--- config.mk ---
export PLATFORM = sky130hd
export DESIGN_NAME = interval_scheduler
export DESIGN_NICKNAME = d
export VERILOG_FILES = /design/src/rtl/interval_sched_pkg.sv /design/src/rtl/interval_scheduler_counter.sv /design/src/rtl/interval_scheduler.sv
export SDC_FILE = /design/constraint.sdc
export NUM_CORES = 1
export LEC_CHECK = 0
export ABC_AREA = 1
export CORE_ASPECT_RATIO = 1.1
export CORE_MARGIN = 3
export CORE_UTILIZATION = 52
export DETAILED_ROUTE_END_ITERATION = 8
export PLACE_DENSITY = 0.86
export SETUP_SLACK_MARGIN = 0.1
export SYNTH_ARGS = -nofsm -noshare
export SYNTH_HDL_FRONTEND = slang
export SYNTH_HIERARCHICAL = 1
export SYNTH_SLANG_ARGS = --single-unit
--- constraint.sdc ---
create_clock -name clk -period 4.3 [get_ports clk]
set_input_delay 0.43 -clock clk [delete_from_list [all_inputs] [get_ports clk]]
set_output_delay 0.43 -clock clk [all_outputs]
set_load 0.005 [all_outputs]
--- src/rtl/interval_sched_pkg.sv ---
// Shared definitions for the interval scheduler: FSM encoding and default sizing.
package interval_sched_pkg;

   localparam int DEF_NUM_REQ   = 4;
   localparam int DEF_CNT_WIDTH = 8;

   typedef enum logic [1:0] {
      IDLE = 2'd0,
      RUN  = 2'd1,
      DONE = 2'd2
   } state_t;

endpackage

--- src/rtl/interval_scheduler_counter.sv ---
// Up-counter with synchronous reset and enable; wraps to zero after MAX_VALUE.
module interval_scheduler_counter #(
   parameter int              SIZE      = 8,
   parameter logic [SIZE-1:0] MAX_VALUE = {SIZE{1'b1}}
) (
   input  logic            clk,
   input  logic            reset,
   input  logic            enable,
   output logic [SIZE-1:0] count
);

   // NOTE: sequential state uses non-blocking assignments so every register samples pre-edge values.
   always_ff @(posedge clk) begin
      if (reset) begin
         count <= '0;
      end else if (enable) begin
         count <= (count == MAX_VALUE) ? '0 : count + 1'b1;
      end
   end

endmodule

--- src/rtl/interval_scheduler.sv ---
// Round-robin owner of one shared interval timer: IDLE selects, RUN counts to L, DONE pulses.
module interval_scheduler
   import interval_sched_pkg::*;
#(
   parameter int NUM_REQ   = DEF_NUM_REQ,
   parameter int CNT_WIDTH = DEF_CNT_WIDTH
) (
   input  logic                           clk,
   input  logic                           reset,
   input  logic [NUM_REQ-1:0]             req,
   input  logic [NUM_REQ*CNT_WIDTH-1:0]   len,
   output logic [NUM_REQ-1:0]             grant,
   output logic [NUM_REQ-1:0]             done,
   output logic                           busy,
   output logic [CNT_WIDTH-1:0]           count
);

   localparam int               IDX_W     = (NUM_REQ > 1) ? $clog2(NUM_REQ) : 1;
   localparam logic [IDX_W:0]   NUM_REQ_W = (IDX_W + 1)'(NUM_REQ);
   localparam logic [IDX_W-1:0] LAST_IDX  = IDX_W'(NUM_REQ - 1);

   state_t                 state, state_n;
   logic [IDX_W-1:0]       idx, idx_n, ptr, ptr_n, pick_idx, idx_after;
   logic [IDX_W:0]         cand;
   logic                   pick_found;
   logic [CNT_WIDTH-1:0]   len_q, len_n, pick_len, cnt;
   logic [NUM_REQ-1:0]     owner_mask;
   logic                   owner_req;

   // First set request at or above ptr, wrapping to the lowest index.
   always_comb begin
      pick_found = 1'b0;
      pick_idx   = '0;
      cand       = '0;
      for (int k = 0; k < NUM_REQ; k++) begin
         cand = {1'b0, ptr} + (IDX_W + 1)'(k);
         if (cand >= NUM_REQ_W) cand = cand - NUM_REQ_W;
         if (!pick_found && req[cand[IDX_W-1:0]]) begin
            pick_found = 1'b1;
            pick_idx   = cand[IDX_W-1:0];
         end
      end
   end

   always_comb begin
      pick_len = '0;
      for (int i = 0; i < NUM_REQ; i++) begin
         if (pick_idx == IDX_W'(i)) pick_len = len[i*CNT_WIDTH +: CNT_WIDTH];
      end
   end

   assign owner_mask = NUM_REQ'(1) << idx;
   assign owner_req  = |(req & owner_mask);
   assign idx_after  = (idx == LAST_IDX) ? '0 : idx + 1'b1;

   // NOTE: every always_comb output gets a default first, so no path can infer a latch.
   always_comb begin
      state_n = state;
      idx_n   = idx;
      len_n   = len_q;
      ptr_n   = ptr;
      grant   = '0;
      done    = '0;
      busy    = 1'b0;
      count   = '0;
      case (state)
         IDLE: begin
            if (pick_found) begin
               state_n = RUN;
               idx_n   = pick_idx;
               len_n   = pick_len;
            end
         end
         RUN: begin
            grant = owner_mask;
            busy  = 1'b1;
            count = cnt;
            // A dropped request outranks reaching the terminal count.
            if (!owner_req) begin
               state_n = IDLE;
               ptr_n   = idx_after;
            end else if (cnt == len_q) begin
               state_n = DONE;
            end
         end
         DONE: begin
            done    = owner_mask;
            busy    = 1'b1;
            state_n = IDLE;
            ptr_n   = idx_after;
         end
         default: state_n = IDLE;
      endcase
   end

   always_ff @(posedge clk) begin
      if (reset) begin
         state <= IDLE;
         ptr   <= '0;
         idx   <= '0;
         len_q <= '0;
      end else begin
         state <= state_n;
         ptr   <= ptr_n;
         idx   <= idx_n;
         len_q <= len_n;
      end
   end

   // Held at zero outside RUN, so each interval starts from 0 and cannot wrap before DONE.
   interval_scheduler_counter #(
      .SIZE (CNT_WIDTH)
   ) u_timer (
      .clk    (clk),
      .reset  (reset || (state != RUN)),
      .enable (state == RUN),
      .count  (cnt)
   );

endmodule

# [Word-level counts from Yosys, hierarchy flattened]
# Cells that the tools add are included.
[word_totals] input_bits=38 ramBits=0 n_memories=0 regBits=22 mem_bits_ro=0 out_inout_bits=17 latchBits=0
[op_classes] add_sub_neg=9 n_bitwise=1 n_reduce_logical=15 n_mul=0 div_mod_pow=0 order_cmp=8 eq_ne=12 shift=1 mux=36
[ops] cell="2-to-1 mux 8 bit" count=6
[ops] cell="2-to-1 mux 2 bit" count=13
[ops] cell="less-than comparator 2 x 3 -> 1 bit, second input constant" count=4
[ops] cell=">= comparator 3 bit, second input constant" count=3
[ops] cell="2-to-1 mux 1 bit" count=9
[ops] cell="adder 8 x 1 -> 8 bit, second input constant" count=1
[ops] cell="binary-select mux 1 bit (select 2 bit)" count=4
[ops] cell="== test 2 bit, second input constant" count=4
[ops] cell="== test 8 bit" count=1
[ops] cell="== test 8 bit, second input constant" count=1
[ops] cell="2-to-1 mux 4 bit" count=2
[ops] cell="one-hot mux 2 bit (2 select lines)" count=2
[ops] cell="subtractor 2 x 1 -> 2 bit, second input constant" count=4
[ops] cell="adder 2 x 2 -> 3 bit, second input constant" count=2
[ops] cell="AND reduction 2 bit" count=3
[ops] cell="AND 4 bit" count=1
[ops] cell="== test 2 x 1 -> 1 bit, second input constant" count=2
[ops] cell="logical NOT 2 bit" count=2
[ops] cell="!= test 2 bit, second input constant" count=2
[ops] cell="OR reduction 4 bit" count=1
[ops] cell="<< shifter 1 x 2 -> 4 bit, first input constant" count=1
[ops] cell="adder 2 x 1 -> 3 bit, second input constant" count=1
[ops] cell=">= comparator 2 x 3 -> 1 bit, second input constant" count=1
[ops] cell="logical AND 1 bit" count=3
[ops] cell="7 further kinds" count=9

# [Longest topological paths before layout]
# Gate-level depths: netlist of the first run.
[depth] word_depth=19 mapped_depth=15

# [By module]
# Netlist of the first run, hierarchy kept.
[modules_own_cells] mod="interval_scheduler" n_inst=1 seq_area_each_um2=280.3 cells_per_inst=253 area_each_um2=1559.0
[modules_own_cells] mod="interval_scheduler_counter" n_inst=1 seq_area_each_um2=160.2 cells_per_inst=58 area_each_um2=392.9

# [Least setup slack after synthesis of the first run]
# Ideal clock, no wire load.
[synth_path] path_type="reg2reg" start="register ptr[0]" end="register len_q[4]" setup_slack_ns=2.612 t_arrival_ns=1.550 setup_time_ns=0.138 period_less_slack_ns=1.688 path_stages_with_launch=14 required_ns=4.162 cell_sequence="dfxtp_1 > buf_6 > nand2_2 > nand3_2 > nand2_2 > nor2_4 > nand3_2 > nand3_4 > nand3_2 > buf_6 > o21ai_1 > inv_1 > nand2_1 > a21oi_2"
[synth_between] elab_chain_len=19
[synth_lines] element="from (decl)" line_no="interval_scheduler.sv:23" text="logic [IDX_W-1:0] idx, idx_n, ptr, ptr_n, pick_idx, idx_after;"
[synth_lines] element="from (signal assigned)" line_no="interval_scheduler.sv:104" text="ptr <= ptr_n;"
[synth_lines] element="branches (longest 19 deep; another with adder 2 x 1 -> 3 bit)"
[synth_lines] element="to (signal assigned)" line_no="interval_scheduler.sv:106" text="len_q <= len_n;"
[synth_lines] element="to (decl)" line_no="interval_scheduler.sv:26" text="logic [CNT_WIDTH-1:0] len_q, len_n, pick_len, cnt;"
# Parallel ways; which one is timed is not known. The select of a mux whose other input is x is not followed.
# A chain may end at the register's enable or synchronous reset.

# [Final worst setup path of the first run]
[layout_path] start="register state[1]" end="output port count[3]"
[layout_between] elab_chain_len=2
[layout_lines] element="from (decl)" line_no="interval_scheduler.sv:22" text="state_t state, state_n;"
[layout_lines] element="from (signal assigned)" line_no="interval_scheduler.sv:103" text="state <= state_n;"
[layout_lines] element="== test 2 x 1 -> 1 bit" line_no="interval_scheduler.sv:66" text="case (state)"
[layout_lines] element="2-to-1 mux 8 bit" line_no="interval_scheduler.sv:66"
[layout_lines] element="to (decl)" line_no="interval_scheduler.sv:15" text="output logic [CNT_WIDTH-1:0] count"
# No other way between the ends.

==> flow_metrics.py, run 1 <==
metrics = {
    "drt": {
        "via_per_inst": 5.11,
        "detail-route-antenna-nets": 0,
        "drtPass1Iterations": 4,
        "drc": 0,
        "wl_per_cell_um": 11.7,
        "vias": 2100,
        "drt_iter0_markers": 140,
        "wirelength_um": 4800,
    },
    "cts": {
        "post_cts_resized": 0,
        "cts_tree": "yes",
        "clock_latency_ns": 0.31,
        "root_buffer": "clkbuf_4",
        "post-cts-setup-buffer-count": 0,
        "numCtsBuffers": 3,
        "cts_buffer_depth": 2,
        "h-tree-depth": 1,
        "clk_pin_slew_worst_paths_ns": 0.12,
        "ctsHoldBuffers": 0,
        "numClockSinks": 22,
    },
    "global_route": {
        "antenna_found_initial": 0,
        "grt_overflow": 0,
        "grt.total_usage_pct": 22.4,
        "grt_pass1_vias": 1952,
        "grt_pass1_wl_um": 8260,
        "grt_max_degree": 22,
    },
    "floorplanning": {
        "fp-row-count": 22,
        "start_util_pct": 56.3,
        "io_pins": 55,
        "dieWidth_um": 64.4,
        "die_area_um2": 4530,
        "core_area_um2": 3470,
        "die_h_um": 70.3,
    },
    "sta": {
        "fmax_ghz": 0.404,
        "period_share_pct": 57.6,
        "relSlewSlack_pct": 54.2,
        "tightestPinTransition_ns": 0.688,
        "setup_viol": 0,
        "fin_setup_tns_ns": 0,
        "slew_violations": 0,
        "rsz0062_at_grt": "false",
        "final_hold_viol_count": 0,
        "worst_clock_skew_ns": 0.00427,
        "period_needed_ns": 2.48,
    },
    "placed_design": {
        "place_congestion": 0.800,
        "dp.cells": 407,
        "io_buffers": 54,
        "hpwl_um": 3910,
        "dpl_cell_area_um2": 2500,
    },
    "critical_path": {
        "critPathBufInv": 3,
        "slowest_delay_ns": 0.61,
        "cp_data_required_time_ns": 3.87,
        "cp_data_arrival_time_ns": 2.05,
        "critical_path_class": "register to output port",
        "r2r-end": "len_q[2]$_SDFFE_PP0P_",
        "cp-start-kind": "register",
        "crit_path_end_kind": "output port",
        "critPathSlowestCell": "ha_1",
        "r2r_slack_ns": 1.97,
        "crit_chain": "inv_1 > ha_1 > nand2_1 > inv_1 > clkdlybuf4s50_1",
        "path_common_cell": "inv_1",
        "cp.depth": 5,
        "crit_family": "buffers and inverters",
        "crit_fanout": 21,
        "rr_worst_depth": 11,
        "crit-reg2reg-launch": "ptr[0]$_SDFFE_PP0P_",
    },
    "worst_hold_path": {
        "whs_endpoint": "len_q[5]$_SDFFE_PP0P_",
        "hp-start": "len_q[5]$_SDFFE_PP0P_",
        "worstHoldPathCells": 2,
        "hold_path_class": "register to register",
    },
    "run": {
        "max_cap_violations": 0,
    },
    "synthesis": {
        "synth_cells": 311,
        "yosys.cell_types.count": 31,
        "ys_ff_latch": 22,
        "synth_seq_area_share_pct": 22.6,
        "synth_top_area_share_pct": 22.6,
        "synth_fp_nets": 357,
        "synth_top_area_cell": "dfxtp_1",
        "synth_area_um2": 1950,
        "syn_area_per_cell_um2": 6.28,
        "synthTopCellsByArea": "dfxtp_1 (23%), nand2_1 (19%), inv_1 (10%)",
        "yosysWarnings": 6,
    },
    "cells_and_area": {
        "fill_cells": 316,
        "final_util_pct": 73.2,
        "n_antenna_cell": 0,
        "final_area_um2": 2540,
        "instances_no_fill": 411,
        "drive_gt1_share_pct": 12.4,
        "syn_to_final_growth_pct": 30.1,
        "nNetsFinal": 410,
    },
    "power": {
        "vdd_drop_max_uv": 306,
        "p_leak_nw": 1.26,
        "p_per_area_nw_per_um2": 563,
        "power_mw": 1.43,
    },
    "outcome": {
        "status": "finished, final reports clean",
    },
}
[per-stage QoR]
| step | hold slack [ns] | setup slack, ns |
|---|---|---|
| 3_5_place_dp | 0.479 | 1.87 |
| 4_1_cts | 0.497 | 1.81 |
| 2_1_floorplan | 0.455 | 2.61 |
| 5_1_grt | 0.511 | 1.63 |
| 6_report | 0.495 | 1.82 |
| 3_3_place_gp | 0.467 | 1.94 |
[area by class of cell]
cell class              instances  area, um^2  share of cell area, %
multi-input cells             226        1250                   49.2
repair buffers                 54         541                   21.3
flip-flops and latches         22         440                   17.3
inverters                      57         214                   8.42
well taps                      48        60.1                   2.36
clock buffers                   4        36.3                   1.43
[tightest hold or removal path, delay by kind of cell (launching register included)]
family             cells  cell delay (ns)
AOI/OAI and AO/OA      1             0.05
DFF                    1             0.33
and+or+nand+nor        1             0.08
[placed cells by master (no fill, tap or decap), types with 2 or more instances in the layout]
cell	count
o21ai_0	11
dfxtp_1	22
a21oi_2	7
clkdlybuf4s50_1	54
ha_1	8
o21ai_1	4
nand2_4	2
clkbuf_4	3
nand3_1	25
inv_2	5
nand3_2	5
a21oi_1	10
o21ai_2	2
nor2_2	2
or2_2	3
nor2_4	4
nand4_1	9
xnor2_1	6
inv_1	52
nor2_1	12
nand2_2	7
nand2_1	101
[synthesized netlist by cell type]
| cell type | count |
|---|---|
| dfxtp_1 | 22 |
| nand2_8 | 1 |
| nand2_4 | 2 |
| nor2_1 | 12 |
| clkbuf_1 | 2 |
| xor2_1 | 1 |
| nand3_2 | 5 |
| nor2_2 | 2 |
| a21oi_2 | 7 |
| buf_6 | 3 |
| o31ai_1 | 1 |
| o21ai_1 | 4 |
| a22o_1 | 1 |
| nor2_4 | 4 |
| nand2_2 | 7 |
| nand3_4 | 1 |
| nand4_2 | 1 |
| nand2_1 | 101 |
| nand4_1 | 9 |
| inv_1 | 52 |
| nand3_1 | 25 |
| ha_1 | 8 |
| o21ai_2 | 2 |
| o21ai_0 | 11 |
| xnor2_1 | 6 |
| a21oi_1 | 10 |
| inv_2 | 5 |
| a21boi_2 | 1 |
| buf_4 | 1 |
| a211oi_1 | 1 |
| or2_2 | 3 |
[flip-flops by register name (all words and copies together) (netlist names)]
signal and count:
u_timer/count 8, len_q 8, state 2, idx 2, ptr 2
[how the worst max path moves through the flow]
stage	from	end	slack [ns]
final	state[1]$_SDFFE_PP0P_	count[3]	1.82
after global routing	state[1]$_SDFFE_PP0P_	count[4]	1.63
after CTS	state[1]$_SDFFE_PP0P_	count[3]	1.81
after detailed placement	req[0]	len_q[4]$_SDFFE_PP0P_	1.87
after global placement	req[3]	len_q[3]$_SDFFE_PP0P_	1.94
after floorplan	ptr[0]$_SDFFE_PP0P_	len_q[4]$_SDFFE_PP0P_	2.61
[logic make-up after synthesis]
| kind of cell | after synthesis | share of synthesized area (%) |
|---|---|---|
| AOI/OAI and AO/OA | 38 | 12.2 |
| xor gates and xnor gates | 7 | 3.14 |
| adders and majority gates | 8 | 5.13 |
| buffers and inverters | 63 | 13.5 |
| DFF | 22 | 22.6 |
| and+or+nand+nor | 173 | 43.5 |
[power by group]
group          internal (mW)  leakage [nW]  switching, mW
logic                  0.382          1.06          0.619
clock network         0.0518        0.0210         0.0643
registers              0.257         0.180         0.0560
total                  0.691          1.26          0.739
[metal layers]
layer	up-vias	track usage, %	wire [um]	share of wire [%]
met5	-	0	0	0
met4	0	6.81	55	1.1
met3	6	4.34	210	4.4
met2	54	41.2	2560	53
met1	961	25.6	1970	41
li1	1079	-	-	-
(Power assumes the default switching activity.)
==> inputs of run 2 (changes only) <==
--- a/config.mk
+++ b/config.mk
@@ -8,9 +8,9 @@
 export ABC_AREA = 1
 export CORE_ASPECT_RATIO = 1.1
 export CORE_MARGIN = 3
-export CORE_UTILIZATION = 52
+export CORE_UTILIZATION = 48
 export DETAILED_ROUTE_END_ITERATION = 8
-export PLACE_DENSITY = 0.86
+export PLACE_DENSITY = 0.8
 export SETUP_SLACK_MARGIN = 0.1
 export SYNTH_ARGS = -nofsm -noshare
 export SYNTH_HDL_FRONTEND = slang
==> constraint.sdc (replaced) <==
create_clock -name clk -period 2.3 [get_ports clk]
set_input_delay 0.23 -clock clk [delete_from_list [all_inputs] [get_ports clk]]
set_output_delay 0.23 -clock clk [all_outputs]
set_load 0.005 [all_outputs]
==> run 2 against run 1 <==
Compared with the run above: wire length down 5.5%; cell area up 2.1%; largest power group unchanged; critical path type is now register to register; clock power up 140%; non-clock buffer count up 3; combinational power up 89%.
==> flow_metrics.py, run 2 (synthesis gave the netlist of run 1 again) <==
metrics = {
    "outcome": {
        "status": "finished, final reports clean",
    },
    "drt": {
        "drtPass1Iterations": 4,
        "detail-route-antenna-nets": 0,
        "via_per_inst": 4.83,
        "drt_iter0_markers": 71,
        "wl_per_cell_um": 10.9,
        "drc": 0,
        "wirelength_um": 4540,
        "vias": 2011,
    },
    "power": {
        "p_leak_nw": 1.28,
        "vdd_drop_max_uv": 513,
        "p_per_area_nw_per_um2": 1050,
    },
    "worst_hold_path": {
        "hold_path_class": "register to register",
    },
    "cts": {
        "cts_tree": "yes",
        "numClockSinks": 22,
        "clock_latency_ns": 0.26,
        "ctsHoldBuffers": 0,
        "root_buffer": "clkbuf_8",
        "post-cts-setup-buffer-count": 0,
        "cts_buffer_depth": 2,
        "h-tree-depth": 1,
        "numCtsBuffers": 3,
        "clk_pin_slew_worst_paths_ns": 0.08,
    },
    "run": {
        "max_cap_violations": 0,
    },
    "critical_path": {
        "crit_path_end_kind": "register",
        "slowest_delay_ns": 0.46,
        "critPathBufInv": 1,
        "critical_path_class": "register to register",
        "critPathSlowestCell": "dfxtp_1",
        "cp_data_required_time_ns": 2.50,
        "crit_chain": "buf_4 > nand2_1 > nand2_2 > nand2_1 > o21ai_1 > nand3_2 > nand2_4 > nand2_8 > nor2_4 > nand2_1 > nand4_1 > nand2_1 > a21oi_2",
        "cp_data_arrival_time_ns": 2.18,
        "cp-start-kind": "register",
        "crit_fanout": 18,
        "path_common_cell": "nand2_1",
        "crit_family": "simple AND/OR/NAND/NOR gates",
    },
    "floorplanning": {
        "die_h_um": 72.9,
        "io_pins": 55,
        "fp-row-count": 23,
        "dieWidth_um": 66.8,
        "core_area_um2": 3770,
        "start_util_pct": 51.8,
        "die_area_um2": 4870,
    },
    "sta": {
        "fmax_ghz": 0.505,
        "rsz0062_at_grt": "false",
        "setup_viol": 0,
        "tightestPinTransition_ns": 0.387,
        "worst_clock_skew_ns": 0.00301,
        "final_hold_viol_count": 0,
        "period_share_pct": 86.1,
        "fin_setup_tns_ns": 0,
        "relSlewSlack_pct": 73.9,
        "period_needed_ns": 1.98,
        "slew_violations": 0,
    },
    "cells_and_area": {
        "fill_cells": 334,
        "top_regs": "len_q (8), u_timer/count (8)",
        "syn_to_final_growth_pct": 32.9,
        "drive_gt1_share_pct": 13.4,
        "final_common_cell": "nand2_1",
        "n_antenna_cell": 0,
        "nNetsFinal": 413,
        "final_area_um2": 2590,
        "mostFrequentLayoutCells": "nand2_1 (101), clkdlybuf4s50_1 (54), inv_1 (52), nand3_1 (25), dfxtp_1 (22)",
    },
    "global_route": {
        "grt_pass1_vias": 1845,
        "grt.total_usage_pct": 19.6,
        "grt_max_degree": 22,
        "grt_pass1_wl_um": 7670,
        "grt_overflow": 0,
        "antenna_found_initial": 0,
    },
    "placed_design": {
        "place_congestion": 0.821,
        "hpwl_um": 3650,
        "io_buffers": 54,
        "dpl_cell_area_um2": 2530,
    },
}
## run 2: layer usage
| metal | GRT usage (%) | part of all wire, % | vias up |
|---|---|---|---|
| li1 | - | - | 1081 |
| met4 | 3.61 | 1.1 | 0 |
| met3 | 2.93 | 3.5 | 4 |
| met5 | 0 | 0 | - |
| met1 | 23.0 | 43 | 879 |
| met2 | 37.2 | 52 | 47 |
## run 2: path summary, 6_finish.rpt
check	start	end	slack, ns	depth (start not counted)
setup / recovery	ptr[0]$_SDFFE_PP0P_	len_q[4]$_SDFFE_PP0P_	0.32	13
setup reg to reg	ptr[0]$_SDFFE_PP0P_	len_q[4]$_SDFFE_PP0P_	0.32	13
hold / removal	len_q[5]$_SDFFE_PP0P_	len_q[5]$_SDFFE_PP0P_	0.48	2
hold reg to reg	len_q[5]$_SDFFE_PP0P_	len_q[5]$_SDFFE_PP0P_	0.48	2
## run 2: through the flow
stage | instances | total power [mW] | hold WS [ns] | utilization [%] | setup WS, ns
floorplan | 311 | 2.07 | 0.438 | - | 0.612
global placement | 412 | 2.43 | 0.470 | 67.1 | 0.187
detailed placement | 412 | 2.45 | 0.475 | 67.1 | 0.132
CTS | 416 | 2.74 | 0.487 | 68.6 | 0.274
global route | 416 | 3.02 | 0.517 | 68.8 | 0.0977
finish | 416 | 2.73 | 0.485 | 68.8 | 0.319
## run 2: report_power, final
group | leakage [nW] | switching [mW] | internal, mW
Sequential | 0.180 | 0.0888 | 0.481
Combinational | 1.07 | 1.15 | 0.735
Clock | 0.0288 | 0.122 | 0.152
Total | 1.28 | 1.36 | 1.37
## run 2: final cells by class
| class | count | area (um^2) | share of cell area [%] |
|---|---|---|---|
| Multi-Input combinational cell | 226 | 1260 | 48.5 |
| Timing Repair Buffer | 57 | 563 | 21.7 |
| Sequential cell | 22 | 440 | 17.0 |
| Inverter | 57 | 214 | 8.25 |
| Tap cell | 50 | 62.6 | 2.41 |
| Clock buffer | 4 | 55.1 | 2.12 |
## run 2: timing repair
action,in CTS,in global routing
resized for setup,1,1
setup endpoints to repair,3,2
cloned,0,0
pin swaps,0,0
## run 2: worst reg2reg max path: stages (launching register included)
cell,delay [ns]
dfxtp_1,0.46
buf_4,0.18
nand2_1,0.06
nand2_2,0.11
nand2_1,0.09
o21ai_1,0.15
nand3_2,0.13
nand2_4,0.12
nand2_8,0.11
nor2_4,0.18
nand2_1,0.07
nand4_1,0.08
nand2_1,0.07
a21oi_2,0.10
